File: src/rtl/wide_lane_mem.sv
// rtl/wide_lane_mem.sv - word memory with wide lane-enabled write port, wide registered read port and reset-driven clear (optional WIDE_LANE_MEM_WR_BYPASS_EN)
module wide_lane_mem #(
  parameter int               WORD_W   = 8,
  parameter int               WR_LANES = 4,
  parameter int               RD_LANES = 2,
  parameter int               DEPTH    = 256,
  parameter logic [WORD_W-1:0] INIT_VAL = '0
) (
  input  logic                                clk,
  input  logic                                rst,
  input  logic [WR_LANES-1:0]                 we,
  input  logic [$clog2(DEPTH/WR_LANES)-1:0]   wa,
  input  logic [WR_LANES*WORD_W-1:0]          wd,
  input  logic                                re,
  input  logic [$clog2(DEPTH/RD_LANES)-1:0]   ra,
  output logic [RD_LANES*WORD_W-1:0]          rd,
  output logic                                rd_valid,
  output logic                                busy
);

  localparam int ROWS = DEPTH / WR_LANES;
  localparam int WA_W = $clog2(ROWS);
  localparam int AW   = $clog2(DEPTH);

  typedef enum logic {CLEAR, READY} state_t;

  state_t                        state;
  logic [WA_W-1:0]               clr_row;
  logic [WORD_W-1:0]             mem [DEPTH];

  logic [WA_W-1:0]               wr_row;
  logic [WR_LANES-1:0]           wr_en;
  logic [WR_LANES*WORD_W-1:0]    wr_data;
  logic [RD_LANES*WORD_W-1:0]    rd_next;

  // Single write path shared by the clear sequencer and user writes; nothing is written on a reset edge
  always_comb begin
    wr_row  = wa;
    wr_en   = '0;
    wr_data = wd;
    if (!rst) begin
      if (state == CLEAR) begin
        wr_row  = clr_row;
        wr_en   = '1;
        wr_data = {WR_LANES{INIT_VAL}};
      end else begin
        wr_en = we;
      end
    end
  end

  // Storage array: per-lane word writes into the selected row
  always_ff @(posedge clk) begin
    for (int i = 0; i < WR_LANES; i++) begin
      if (wr_en[i]) begin
        mem[AW'(wr_row) * AW'(WR_LANES) + AW'(i)] <= wr_data[i*WORD_W +: WORD_W];
      end
    end
  end

  // Read data ahead of the output register; old contents unless write-first forwarding is built in
  always_comb begin
    rd_next = '0;
    for (int j = 0; j < RD_LANES; j++) begin
      rd_next[j*WORD_W +: WORD_W] = mem[AW'(ra) * AW'(RD_LANES) + AW'(j)];
`ifdef WIDE_LANE_MEM_WR_BYPASS_EN
      for (int i = 0; i < WR_LANES; i++) begin
        if (we[i] && (AW'(wa) * AW'(WR_LANES) + AW'(i) == AW'(ra) * AW'(RD_LANES) + AW'(j))) begin
          rd_next[j*WORD_W +: WORD_W] = wd[i*WORD_W +: WORD_W];
        end
      end
`endif
    end
  end

  // Clear sequencer and registered read port; requests only take effect once READY
  always_ff @(posedge clk) begin
    if (rst) begin
      state    <= CLEAR;
      clr_row  <= '0;
      busy     <= 1'b1;
      rd       <= '0;
      rd_valid <= 1'b0;
    end else begin
      case (state)
        CLEAR: begin
          rd_valid <= 1'b0;
          clr_row  <= clr_row + WA_W'(1);
          if (clr_row == WA_W'(ROWS - 1)) begin
            state <= READY;
            busy  <= 1'b0;
          end
        end
        READY: begin
          rd_valid <= re;
          if (re) begin
            rd <= rd_next;
          end
        end
        default: begin
          state <= CLEAR;
          busy  <= 1'b1;
        end
      endcase
    end
  end

endmodule

File: config.mk
export PLATFORM = sky130hd
export DESIGN_NAME = wide_lane_mem
export DESIGN_NICKNAME = d
export VERILOG_FILES = /design/src/rtl/wide_lane_mem.sv
export SDC_FILE = /design/constraint.sdc
export NUM_CORES = 2
export LEC_CHECK = 0
export BUFFER_PORTS_ARGS = -buffer_cell sky130_fd_sc_hd__buf_2
export CELL_PAD_IN_SITES_DETAIL_PLACEMENT = 0
export CELL_PAD_IN_SITES_GLOBAL_PLACEMENT = 2
export CORE_UTILIZATION = 25
export CTS_CLUSTER_DIAMETER = 50
export DETAILED_ROUTE_END_ITERATION = 7
export GPL_TIMING_DRIVEN = 1
export PLACE_DENSITY_LB_ADDON = 0.1
export SLEW_MARGIN = 20
export SYNTH_ARGS = -nofsm -noshare
export SYNTH_HDL_FRONTEND = slang
export SYNTH_SLANG_ARGS = --single-unit
export TNS_END_PERCENT = 50
File: constraint.sdc
create_clock -name clk -period 6.2 [get_ports clk]
set_input_delay 0.62 -clock clk [delete_from_list [all_inputs] [get_ports clk]]
set_output_delay 0.62 -clock clk [all_outputs]
set_load 0.03 [all_outputs]
After elaboration in Yosys (flattened, before gate mapping)

Memories as Yosys holds them, arrays and structs flattened. A register that Yosys moved wholly into a read port is not among the register bits.
Index checks and enable logic that the tools add are counted.
Widths: inputs -> output; s select.

Bits in registers: 9
Output and inout port bits: 18
Memories: 1
Bits in writable memories: 2048
Logic and storage cells: 31

Memory list:

| name | words | bits a word | read ports | clocked after Yosys merged registers in | wr ports | RTL line | source |
|---|---|---|---|---|---|---|---|
| mem  | 256   | 8           | 2          | 2                                       | 4        | 29       | `logic [WORD_W-1:0] mem [DEPTH];` |

Reduce and logical (&&, ||, !) cells: 2
Mux-type cells: 17
$add $sub $neg: 5
Bitwise gates (word level): 1
Equal/unequal tests: 1

Operator list:

| kind                | count |
|---|---|
| $mux 32             | 2 |
| $add 8x1->8 const B | 2 |
| $add 8x2->8 const B | 2 |
| $mux 6              | 2 |
| $mux 1              | 10 |
| $mux 4              | 2 |
| $add 6x1->6 const B | 1 |
| $eq 6x6->1 const B  | 1 |
| $reduce_and 2->1    | 2 |
| $pmux 1 s2          | 1 |
| $not 1->1           | 1 |

Depth between registers and ports, before layout

Depth in word-level cells: 4
Mapped depth: 12
Mapped depth without buffers: 6

Least setup slack after synthesis

OpenSTA, ideal clock, no wires.

Path type: input port to flip-flop
Start: input ra[0]
End: register rd[10] (read register of mem)
Stages: 9
Data arrival time: 2.591 ns
Path slack: 3.487 ns
Data required time: 6.078 ns
Cell sequence: buf_4 buf_6 buf_2 mux4_2 a221oi_1 o21ai_0 a21oi_1 nor3_1 o32a_1

Longest elaborated chain between the ends: 1

RTL lines:

| item        | RTL line | source |
|---|---|---|
| from (decl) | 15       | `input logic [$clog2(DEPTH/RD_LANES)-1:0] ra,` |
| $add 8x1->8 | 65       | `rd_next[j*WORD_W +: WORD_W] = mem[AW'(ra) * AW'(RD_LANES) + AW'(j)];` |
| to (decl)   | 16       | `output logic [RD_LANES*WORD_W-1:0] rd,` |

Every way passes these cells.
A chain may end at the register's enable or synchronous reset.

==> metrics <==
Post-DP Area about 0.087 mm²; Power Dens Cells 356 mW/mm²; worst r2r path cells 7; register area share after synthesis 76.5%; HPWL Detailed 189 mm; Sw Ratio between 20% and 30%; vias in the first global route between 40k and 50k; worst slew pin tran 1190 ps; top post-synthesis cells by count 2048 x edfxtp_1, 513 x mux4_2, 316 x nor2_1, 257 x nand2_1, 103 x mux2i_1; Total GRT Usage about 18%; pin count of the biggest net entering global routing 90; # IOs 70; register area between 0.06 and 0.07 mm²; Syn Inst Count approximately 3.9k; cts bufs inserted 299; final hold violation count 0; Clock Sinks around 2.1k; DR vias between 40k and 50k; global route overflow 0; Post-CTS Hold Buffers 0; Synth Area in Adders less than 1%; Max-cap violations 0; worst rel slew slack between 20% and 30%; Clk Latency, worst-skew pair between 800 and 900 ps; Reg clk slew, reported paths 60 ps; CTS tree yes; Syn Std Cell Area 0.0811 mm²; global-route wire length before repair roughly 400 mm; fin util about 30%; Setup crit end kind flop; multi-input logic area 0.0179 mm²; setup bufs post-CTS 0; Post-synth EDFFs 2048; RSZ-0062 raised after global routing no; startpoint class of the critical path flop; XOR/XNOR Fraction of Synth Area less than 1%; internal power 26400 µW; post-DR wirelength/cell around 34 µm; crit path max fanout 40; simple-gate portion of the synthesized area slightly below 4%; critical path class reg -> reg; TNS Setup 0 ps; Compound-Gate Fraction of Synth Area between 2 and 2.5%; initial antenna violation count 35; Routed WL just under 300 mm; DIE WIDTH between 500 and 600 µm; row cnt between 200 and 250; Post-route DRC 0; Starting Density 25.2%; post-synthesis mux area share ~16%; outcome complete, no violations; area leader, netlist edfxtp_1; H-tree depth 5; syn_nets between 3k and 4k; Max clock buf depth 4; Die Y 572 µm; ys async rst share 0%; post-DR vias/cell about 4.7; largest family of logic cells by synthesized area multiplexers; Period Utilization, post-route 67.3%; Final Max Tran Viols 0; Post-Syn Area per Cell roughly 21 µm²; Post-CTS Resized 0; CP Data Required Time about 6700 ps; crit path DAT around 4700 ps; Fin Hold WS 125 ps; PortBufs 69; share of Yosys cell area claimed by the top area cell type approximately 76%; nets@finish 4252; GP Congestion between 0.7 and 0.8; drt first pass iters 5; core area 0.322 mm²; Routed Antenna Nets 0; Post-Layout Inst Area between 0.09 and 0.1 mm²; Net Switching slightly above 8000 µW; Reg power frac 45.0%; Leak Pwr between 0.03 and 0.04 µW; post-synthesis register bit count 2073; most common cell in the netlist edfxtp_1; Root Buffer clkbuf_16; Fmax around 240 MHz; fin crit period about 4200 ps; post-synth cell types 64; area grow syn2layout 19.3%; full die area ~0.33 mm²; drt initial violations between 3k and 4k; Worst Hold Class in -> reg; # setup viols final 0; Worst IR Drop VDD around 0.00035 V; Synth Flop Type edfxtp_1; Gate power share under 10%; # fillers 31.3k; clk_skew 39.1 ps; Area contributors post-synth edfxtp_1 76%, mux4_2 14%, nor2_1 1.5%; hold depth 2; Clk pwr share about half; layout cells sized above 1 around 28%; synth warn 0
[registers in the layout, summed over array words and instances, names as in the netlist]
register / cells
rd: 16
busy: 1
rd_valid: 1
clr_row: 6
mem: 2048
state: 1
[through the flow]
step	power (µW)	cells	setup slack (ps)
2_1_floorplan	16700	3943	3490
3_3_place_gp	17700	8201	1610
3_5_place_dp	17600	8203	1680
4_1_cts	34900	8744	2150
5_1_grt	35400	8746	2060
6_report	34400	8754	2030
[metal layers]
metal,wire (µm),share of wire [%],vias up,track usage [%]
met1,134000,45,22700,25.1
met2,142000,48,1195,29.5
met3,13600,4.6,379,2.72
met4,8630,2.9,2,5.28
li1,-,-,16900,-
met5,13,0.0044,-,0
[kinds of logic after synthesis]
family | count (synthesis)
AO/OA/AOI/OAI | 251
XOR/XNOR | 4
adder cells (fa/ha/maj) | 1
buffers and inverters | 243
flip-flops | 2073
multiplexers | 627
AND/OR/NAND/NOR | 744
[power groups by stage]
| stage | registers, µW | clock network (µW) | logic [µW] |
|---|---|---|---|
| finish | 15500 | 17100 | 1800 |
| floorplan | 15800 | 0 | 911 |
| global route | 15500 | 18000 | 1900 |
| detailed placement | 15800 | 0 | 1870 |
| global placement | 15800 | 0 | 1880 |
| CTS | 15500 | 17500 | 1870 |
[final timing paths]
kind / slack [ps] / endpoint / startpoint
setup / recovery: 2030 / mem[85][7] / state
hold / removal: 120 / clr_row[4] / rst
setup reg to reg: 2030 / mem[85][7] / state
hold reg to reg: 540 / clr_row[5] / clr_row[5]
[cells in the final DEF (no fill, tap or decap), types with 7 or more instances in the layout]
cell,netlist,layout
o211ai_1,11,11
a21oi_1,37,37
nor3_1,24,24
nand2_1,257,256
mux2_2,11,11
or3_1,7,7
clkbuf_16,0,307
clkinv_1,1,35
clkinvlp_4,0,27
inv_8,0,17
mux4_2,513,513
and3_1,19,19
inv_6,0,18
dfxtp_1,25,25
buf_12,0,14
buf_4,30,104
o221ai_1,25,25
nand3_1,38,38
nor2_1,316,312
edfxtp_1,2048,2048
o21ai_0,19,19
nand2b_1,8,7
a22oi_1,18,18
inv_1,8,8
bufinv_16,0,28
clkinv_2,0,37
diode_2,0,10
clkinv_4,0,18
o22ai_1,36,36
clkbuf_1,101,41
and2_4,0,32
buf_2,42,64
a211oi_1,9,9
mux2i_1,103,103
a31oi_1,12,12
clkinv_8,0,13
a311oi_1,24,24
and2_1,41,8
[critical path: stages, from the launching register on]
cell and delay [ps]:
dfxtp_1 320, buf_4 200, or2_2 150, buf_4 480, nand3b_1 160, nand2_1 900, nand2_1 740, nor2_1 820
[final cells by class]
type	count	area share (%)
sequential	2073	64.1
multi-input combinational	1627	18.5
inverter	11	0.0517
antenna	10	0.0259
timing repair buffer	187	1.51
clock inverter	193	2.18
clock buffer	348	8.10
tap	4305	5.57
Note: power is estimated with default switching activity, not from simulation.
